[src/rtl/v_fifo_sched_pkg.sv]
// Shared types and helpers for the vector FIFO sequencing controller.
package v_fifo_sched_pkg;

    typedef enum logic [1:0] {
        IDLE   = 2'd0,
        RUN    = 2'd1,
        REWIND = 2'd2
    } sched_state_t;

    // Occupancy must be able to represent Cap itself, hence the extra bit.
    function automatic int occ_width(input int cap);
        return $clog2(cap) + 1;
    endfunction

endpackage

[src/rtl/v_fifo_sched.sv]
// Flow control and replay sequencing for one vector FIFO: occupancy tracking,
// valid/ready on both sides, and cfg_passes reads of each vector before release.
module v_fifo_sched
    import v_fifo_sched_pkg::*;
#(
    parameter int VecElements      = 16,
    parameter int ElementsPerWrite = 2,
    parameter int ElementsPerRead  = 4,
    parameter int Depth            = 4,
    parameter int PassBits         = 8,
    localparam int Cap  = Depth * VecElements,
    localparam int OccW = occ_width(Cap),
    localparam int OffW = $clog2(VecElements) + 1
) (
    input  logic                clk_in,
    input  logic                rst_in,
    input  logic                cfg_start,
    input  logic [PassBits-1:0] cfg_passes,
    input  logic                s_valid,
    output logic                s_ready,
    input  logic                m_ready,
    output logic                m_valid,
    output logic                m_last_beat,
    output logic                m_last_pass,
    output logic                fifo_rst_n,
    output logic                fifo_wr_en,
    output logic                fifo_rd_en,
    output logic                fifo_wrap_rd,
    output logic [OccW-1:0]     occupancy,
    output logic [PassBits-1:0] pass_idx,
    output logic                vec_done,
    output logic [1:0]          dbg_state
);

    if (VecElements % ElementsPerWrite != 0) begin : g_bad_epw
        $error("VecElements must be a multiple of ElementsPerWrite");
    end
    if (VecElements % ElementsPerRead != 0) begin : g_bad_epr
        $error("VecElements must be a multiple of ElementsPerRead");
    end

    localparam logic [OccW:0]   CapX     = (OccW+1)'(Cap);
    localparam logic [OccW:0]   EpwX     = (OccW+1)'(ElementsPerWrite);
    localparam logic [OccW:0]   EprX     = (OccW+1)'(ElementsPerRead);
    localparam logic [OccW-1:0] EpwOcc   = OccW'(ElementsPerWrite);
    localparam logic [OccW-1:0] VecOcc   = OccW'(VecElements);
    localparam logic [OffW-1:0] EprOff   = OffW'(ElementsPerRead);
    localparam logic [OffW-1:0] LastOff  = OffW'(VecElements - ElementsPerRead);

    sched_state_t        state_q, state_d;
    logic [OccW-1:0]     occ_q;
    logic [OffW-1:0]     rd_off_q;
    logic [PassBits-1:0] pass_q;
    logic [PassBits-1:0] passes_q;
    logic                vec_done_q;
    logic                release_vec;

    // Valid/ready: a beat transfers on a side exactly when that side's valid and
    // ready are both high at the rising edge; neither valid waits on its ready.
    // Both readiness terms use registered state only, so a same-cycle read never
    // frees write space and a same-cycle write never exposes new read data.
    assign s_ready      = ({1'b0, occ_q} + EpwX) <= CapX;
    assign m_valid      = (state_q == RUN) && !rst_in &&
                          ({1'b0, occ_q} >= ((OccW+1)'(rd_off_q) + EprX));
    assign fifo_wr_en   = s_valid & s_ready & ~rst_in;
    assign fifo_rd_en   = m_valid & m_ready;
    assign fifo_wrap_rd = (state_q == REWIND) && !rst_in;
    assign fifo_rst_n   = ~rst_in;
    assign m_last_beat  = (rd_off_q == LastOff);
    assign m_last_pass  = (pass_q == passes_q - PassBits'(1));
    assign release_vec  = fifo_rd_en & m_last_beat & m_last_pass;

    assign occupancy = occ_q;
    assign pass_idx  = pass_q;
    assign vec_done  = vec_done_q;
    assign dbg_state = state_q;

    always_comb begin
        state_d = state_q;
        case (state_q)
            IDLE:    if (cfg_start) state_d = RUN;
            RUN:     if (fifo_rd_en && m_last_beat && !m_last_pass) state_d = REWIND;
            REWIND:  state_d = RUN;
            default: state_d = IDLE;
        endcase
    end

    always_ff @(posedge clk_in) begin
        if (rst_in) begin
            state_q    <= IDLE;
            occ_q      <= '0;
            rd_off_q   <= '0;
            pass_q     <= '0;
            passes_q   <= '0;
            vec_done_q <= 1'b0;
        end else begin
            state_q    <= state_d;
            vec_done_q <= release_vec;
            if (state_q == IDLE && cfg_start) begin
                passes_q <= (cfg_passes == '0) ? PassBits'(1) : cfg_passes;
            end
            // Write credit and vector release are folded into one update.
            occ_q <= occ_q + (fifo_wr_en ? EpwOcc : '0) - (release_vec ? VecOcc : '0);
            if (fifo_rd_en) begin
                if (m_last_beat) begin
                    rd_off_q <= '0;
                    pass_q   <= m_last_pass ? '0 : pass_q + PassBits'(1);
                end else begin
                    rd_off_q <= rd_off_q + EprOff;
                end
            end
        end
    end

endmodule
[config.mk]
export PLATFORM = sky130hd
export DESIGN_NAME = v_fifo_sched
export DESIGN_NICKNAME = d
export VERILOG_FILES = /design/src/rtl/v_fifo_sched_pkg.sv /design/src/rtl/v_fifo_sched.sv
export SDC_FILE = /design/constraint.sdc
export NUM_CORES = 1
export LEC_CHECK = 0
export ABC_AREA = 1
export CORE_MARGIN = 3
export CORE_UTILIZATION = 52
export DETAILED_ROUTE_END_ITERATION = 10
export GPL_ROUTABILITY_DRIVEN = 0
export PLACE_DENSITY = 0.8
export SLEW_MARGIN = 20
export SYNTH_ARGS = -nofsm -noshare
export SYNTH_HDL_FRONTEND = slang
export SYNTH_SLANG_ARGS = --single-unit
[constraint.sdc]
create_clock -name clk_in -period 3.36 [get_ports clk_in]
set_input_delay 0.84 -clock clk_in [delete_from_list [all_inputs] [get_ports clk_in]]
set_output_delay 0.84 -clock clk_in [all_outputs]
set_load 0.005 [all_outputs]
==> impl_metrics.json, run 1 <==
{
  "outcome": "complete, no violations",
  "cp_max_fo": 5,
  "fmax_ghz": 0.310,
  "stdcell_count": 380,
  "dr.pass1.iters": 4,
  "io_pins": 39,
  "drtIter0Drc": 127,
  "placed_cell_area_um2": 2420,
  "wl_per_cell_um": 12.3,
  "fin_crit_ns": 3.23,
  "fin_area_um2": 2480,
  "fp.dieW_um": 68.0,
  "ys_warn_count": 0,
  "final_cell_mix": "nand2_1 (60), inv_1 (41), clkdlybuf4s50_1 (37), nor2_1 (32), dfxtp_1 (27)",
  "setup_violations": 0,
  "finalCritPeriodShare_pct": 96.1,
  "syn_area_per_cell_um2": 6.79,
  "power_switching_mw": 0.485,
  "synthCells": 295,
  "top_layer_used": "met4",
  "synth.ff_latch_count": 28,
  "route.vias.total": 2000,
  "dieArea_um2": 4630,
  "leakagePower_nw": 1.11,
  "dp_cells": 375,
  "cts_buffer_depth": 2,
  "initial_utilization_pct": 56.9,
  "endpoint_kind": "output port",
  "placementRows": 21,
  "post-route-drc-count": 0,
  "antenna_found_initial": 0,
  "hp-start": "passes_q[1]",
  "ys_dominant_reg_cell": "dfxtp_1",
  "synthArstFlopShare_pct": 0,
  "routed-wl-met2_mm": 2.44,
  "cts_buffers": 3,
  "required_ns": 2.52,
  "finalClockSkew_ns": 0.00421,
  "synth_edf_count": 0,
  "worstHoldPathType": "flop to flop",
  "clkLatencyLatePin_ns": 0.27,
  "syn_area_um2": 2000,
  "pre_cts_ws_ns": 0.107,
  "fin_tns_setup_ns": 0,
  "ff2ff_path_depth": 19,
  "grt_max_degree": 18,
  "worst_slack_ns": 0.131,
  "crit_start": "rd_off_q[2]",
  "clk_pin_slew_ns": 0.10,
  "wl_met3_um": 267,
  "wl_met1_mm": 1.92,
  "viasPerCell": 5.26,
  "synth_cell_types": 36,
  "hold_viol": 0,
  "clock-sinks": 28,
  "grt_pass1_vias": 1820,
  "r2r_setup_slack_ns": 0.26,
  "cell_internal_pwr_mw": 0.734,
  "crit_type": "flop to output port",
  "hold_path_depth": 2,
  "vdd_drop_max_v": 0.000392,
  "final_common_cell": "nand2_1",
  "fin_nets": 368,
  "cap_viol_max_count": 0,
  "multi_input_comb_area_um2": 1240,
  "syn-num-nets": 327,
  "routed_wl_mm": 4.68,
  "rsz0062_at_grt": "no",
  "p_seq_share_pct": 37.0,
  "core_um2": 3520,
  "grtUsageTotal_pct": 21.4,
  "fill_cells": 320,
  "synth.yosys.seq_area_share_pct": 28.0,
  "place_hpwl_mm": 3.70,
  "critPathArrivalTime_ns": 2.39,
  "cts_root_buf": "clkbuf_8",
  "diodes": 0,
  "die_y_um": 68.0,
  "drive_gt1_share_pct": 8.98,
  "syn2layout_area_growth_pct": 23.7,
  "swShare_pct": 39.8,
  "r2r_start": "rd_off_q[2]",
  "combPwrFrac_pct": 48.0,
  "clockPowerShare_pct": 15.0,
  "powerDensity_nw_per_um2": 493,
  "ff_latch_area_um2": 562,
  "port_buffers": 37,
  "grt_overflow": 0,
  "finalCoreUtilization_pct": 70.3,
  "cts_tree": "done",
  "postRouteAntennaNets": 0,
  "drv_slew": 0,
  "crit_path_start_kind": "flop",
  "grt_pass1_wl_mm": 7.64,
  "htree_levels": 1
}
## cells in the mapped netlist, types with 2 or more instances
cell type / number / share of area [%]
inv_1: 41 / 7.7
dfxtp_1: 28 / 28
nand4_1: 5 / 1.6
nor2_4: 2 / 1.1
nor2_2: 4 / 1.2
xor2_1: 4 / 1.7
o21bai_1: 2 / 0.75
nand2_1: 60 / 11
o21ai_0: 17 / 4.2
clkbuf_1: 2 / 0.38
a21oi_1: 20 / 5.0
nand2_2: 6 / 1.9
xnor2_1: 2 / 0.88
inv_2: 2 / 0.38
nor2_1: 33 / 6.2
buf_2: 2 / 0.50
ha_1: 18 / 11
a211oi_1: 3 / 1.1
nor3_1: 3 / 0.75
nand3_1: 25 / 6.3
## final timing paths
| kind | endpoint |
|---|---|
| worst max register to register | occupancy[5] |
| worst max-delay path | fifo_rd_en |
| worst min-delay path | passes_q[1] |
| worst min register to register | passes_q[1] |
## flip-flops by register name, indices dropped and copies added, names as in the netlist
| name | flops |
|---|---|
| pass_idx | 8 |
| passes_q | 8 |
| vec_done | 1 |
| occupancy | 6 |
| dbg_state | 2 |
| rd_off_q | 3 |
## metrics by stage
stage	hold WS (ns)	power, mW
2_1_floorplan	0.459	0.834
3_3_place_gp	0.479	1.02
3_5_place_dp	0.484	1.04
4_1_cts	0.500	1.22
5_1_grt	0.531	1.32
6_report	0.497	1.22
## area by class of cell
cell class | count | share of cell area [%]
inverter | 44 | 6.67
clock buffer | 3 | 1.67
sequential | 28 | 22.7
multi-input combinational | 217 | 50.2
tap | 46 | 2.32
timing repair buffer | 42 | 16.5
## worst max-delay path, cell delays in order (launching register included)
cell and delay (ns):
dfxtp_1 0.36, ha_1 0.23, ha_1 0.28, ha_1 0.29, nand2_1 0.07, inv_1 0.04
o21ai_1 0.14, nand3_2 0.13, nand3_4 0.08, inv_2 0.06, clkdlybuf4s50_1 0.45
## power by group through the flow
| stage | clock network, mW | registers [mW] | logic (mW) |
|---|---|---|---|
| CTS | 0.187 | 0.448 | 0.587 |
| detailed placement | 0 | 0.455 | 0.585 |
| global route | 0.197 | 0.459 | 0.664 |
| floorplan | 0 | 0.438 | 0.395 |
| finish | 0.183 | 0.451 | 0.585 |
| global placement | 0 | 0.454 | 0.565 |
## metal layers
| layer | track usage [%] | up-vias |
|---|---|---|
| met1 | 25.7 | 897 |
| met5 | 0 | - |
| met2 | 39.4 | 65 |
| met4 | 3.23 | 0 |
| li1 | - | 1032 |
| met3 | 4.76 | 6 |
## kinds of logic (layout without fill, tap and decap cells)
kind of cell / after synthesis / count (layout) / share of synthesized area [%]
other: 1 / 1 / 0.187
and+or+nand+nor: 144 / 144 / 33.4
buffers and inverters: 50 / 89 / 10.1
AOI/OAI and AO/OA: 46 / 46 / 12.7
xor gates and xnor gates: 7 / 7 / 3.44
adders and majority gates: 19 / 19 / 12.3
DFF: 28 / 28 / 28.0
## repair_timing
item	in CTS	in global routing
setup endpoints to repair	0	3
buffers inserted	0	2
gates resized for setup	0	2
hold buffers	0	0
Power figures use the tool's default switching activity.
==> inputs of run 2 (changes only) <==
--- a/config.mk
+++ b/config.mk
@@ -7,10 +7,11 @@
 export LEC_CHECK = 0
 export ABC_AREA = 1
 export CORE_MARGIN = 3
-export CORE_UTILIZATION = 52
+export CORE_UTILIZATION = 61
 export DETAILED_ROUTE_END_ITERATION = 10
+export DONT_BUFFER_PORTS = 1
 export GPL_ROUTABILITY_DRIVEN = 0
-export PLACE_DENSITY = 0.8
+export PLACE_DENSITY = 0.77
 export SLEW_MARGIN = 20
 export SYNTH_ARGS = -nofsm -noshare
 export SYNTH_HDL_FRONTEND = slang
==> run 2 against run 1 <==
Clock power down 6%. Non-clock buffer count down 41. First-iteration DRC count down 39%. Sequential cell count unchanged. Setup slack better by 0.13 ns. Critical path depth up 9. Register-to-register slack about the same. Maximum frequency up 4.2%. Via count down 11%. Count of clock-buffer cells in the layout up 1. Global-route usage up 1.2 points. Largest power group unchanged.
==> impl_metrics.json, run 2 (synthesis results as in run 1) <==
{
  "vdd_drop_max_v": 0.000483,
  "fmax_ghz": 0.323,
  "leakagePower_nw": 0.958,
  "finalCritPeriodShare_pct": 92.2,
  "cts_buffers": 3,
  "pre_cts_ws_ns": 0.121,
  "core_um2": 3100,
  "fin_nets": 327,
  "required_ns": 3.60,
  "critPathArrivalTime_ns": 3.34,
  "endpoint_kind": "flop",
  "cts_tree": "done",
  "fill_cells": 301,
  "cts_resized": 0,
  "worstHoldPathType": "flop to flop",
  "fin_area_um2": 2090,
  "finalClockSkew_ns": 0.00193,
  "antenna_found_initial": 0,
  "dieArea_um2": 4000,
  "r2r_start": "rd_off_q[2]",
  "placementRows": 20,
  "outcome": "complete, no violations",
  "routed_wl_mm": 4.24,
  "final_cell_mix": "nand2_1 (60), inv_1 (41), nor2_1 (33), dfxtp_1 (27), nand3_1 (25)",
  "cp-endpoint": "occupancy[5]",
  "powerDensity_nw_per_um2": 547,
  "cts_buffer_depth": 2,
  "viasPerCell": 5.28,
  "hold_buffers": 0,
  "stdcell_count": 338,
  "crit_path_start_kind": "flop",
  "grt_max_degree": 19,
  "ff2ff_path_depth": 19,
  "fp.dieW_um": 63.3,
  "power_mw": 1.14,
  "post_cts_buffers": 0,
  "grtUsageTotal_pct": 22.6,
  "route.vias.total": 1785,
  "clkLatencyLatePin_ns": 0.33,
  "grt_pass1_vias": 1747,
  "ff_latch_area_um2": 562,
  "clock-sinks": 28,
  "postRouteAntennaNets": 0,
  "io_pins": 39,
  "dp_cells": 334,
  "post-route-drc-count": 0,
  "initial_utilization_pct": 64.5,
  "diodes": 0,
  "crit_start": "rd_off_q[2]",
  "worst_slack_ns": 0.260,
  "cap_viol_max_count": 0,
  "timing.rr.end": "occupancy[5]",
  "syn2layout_area_growth_pct": 4.19,
  "multi_input_comb_area_um2": 1260,
  "finalCoreUtilization_pct": 67.2,
  "placed_cell_area_um2": 2030,
  "wl_per_cell_um": 12.5,
  "crit_type": "flop to flop",
  "cp_max_fo": 6,
  "clk_pin_slew_ns": 0.16,
  "hold_viol": 0,
  "drtIter0Drc": 78,
  "grt_pass1_wl_mm": 7.39,
  "cts_root_buf": "clkbuf_4",
  "fin_crit_ns": 3.10,
  "final_common_cell": "nand2_1",
  "r2r_setup_slack_ns": 0.26,
  "drv_slew": 0,
  "port_buffers": 0,
  "place_hpwl_mm": 3.35,
  "setup_violations": 0,
  "die_y_um": 63.3,
  "drive_gt1_share_pct": 9.52,
  "dr.pass1.iters": 4,
  "grt_overflow": 0,
  "htree_levels": 1
}
## run 2: cell type report
class	count	area share, %
clock buffer	4	1.74
tap	44	2.64
multi-input combinational	217	60.3
sequential	28	26.9
inverter	44	8.04
timing repair buffer	1	0.360
## run 2: how the worst min path moves through the flow
stage	from	end	slack, ns	cells past startpoint
after global placement	passes_q[1]	passes_q[1]	0.48	2
after floorplan	passes_q[1]	passes_q[1]	0.46	2
after detailed placement	rd_off_q[3]	rd_off_q[3]	0.48	2
after CTS	rd_off_q[3]	rd_off_q[3]	0.50	2
after global routing	rst_in	occupancy[2]	0.52	1
final	rd_off_q[3]	rd_off_q[3]	0.50	2
## run 2: through the flow
stage	TNS, ns	hold WS, ns
finish	0	0.498
global route	-0.0549	0.517
CTS	0	0.502
detailed placement	0	0.482
global placement	0	0.480
floorplan	0	0.459
## run 2: power breakdown
| part | internal, mW | leakage, nW | total, mW | switching (mW) |
|---|---|---|---|---|
| clock | 0.0664 | 0.0210 | 0.172 | 0.106 |
| combinational | 0.216 | 0.707 | 0.512 | 0.297 |
| sequential | 0.376 | 0.230 | 0.457 | 0.0807 |
## run 2: worst max-delay path, stage by stage (launching register included)
cell	delay [ns]
dfxtp_2	0.37
ha_1	0.21
ha_1	0.27
ha_1	0.29
nand2_1	0.05
inv_1	0.04
o21ai_1	0.06
nand3_2	0.11
nand3_4	0.11
inv_4	0.11
nand2_2	0.09
nor2_1	0.15
inv_1	0.06
ha_1	0.31
ha_4	0.30
nand2_1	0.06
nor2_1	0.13
a211oi_2	0.06
o21ai_0	0.16
a21oi_1	0.06
## run 2: routing by layer
| metal | up-vias | track usage, % | part of all wire (%) |
|---|---|---|---|
| met5 | - | 0 | 0 |
| met4 | 0 | 5.93 | 1.2 |
| met3 | 6 | 4.81 | 4.3 |
| met2 | 30 | 43.1 | 53 |
| met1 | 799 | 24.9 | 42 |
| li1 | 950 | - | - |
==> inputs of run 3 (changes only) <==
--- a/config.mk
+++ b/config.mk
@@ -8,11 +8,11 @@
 export ABC_AREA = 1
 export CORE_MARGIN = 3
 export CORE_UTILIZATION = 61
+export CTS_BUF_LIST = sky130_fd_sc_hd__clkbuf_4 sky130_fd_sc_hd__clkbuf_8
 export DETAILED_ROUTE_END_ITERATION = 10
 export DONT_BUFFER_PORTS = 1
 export GPL_ROUTABILITY_DRIVEN = 0
 export PLACE_DENSITY = 0.77
-export SLEW_MARGIN = 20
 export SYNTH_ARGS = -nofsm -noshare
 export SYNTH_HDL_FRONTEND = slang
 export SYNTH_SLANG_ARGS = --single-unit
==> results of run 3 <==
Same layout as run 2: the final DEF is identical, and so are final timing and power.
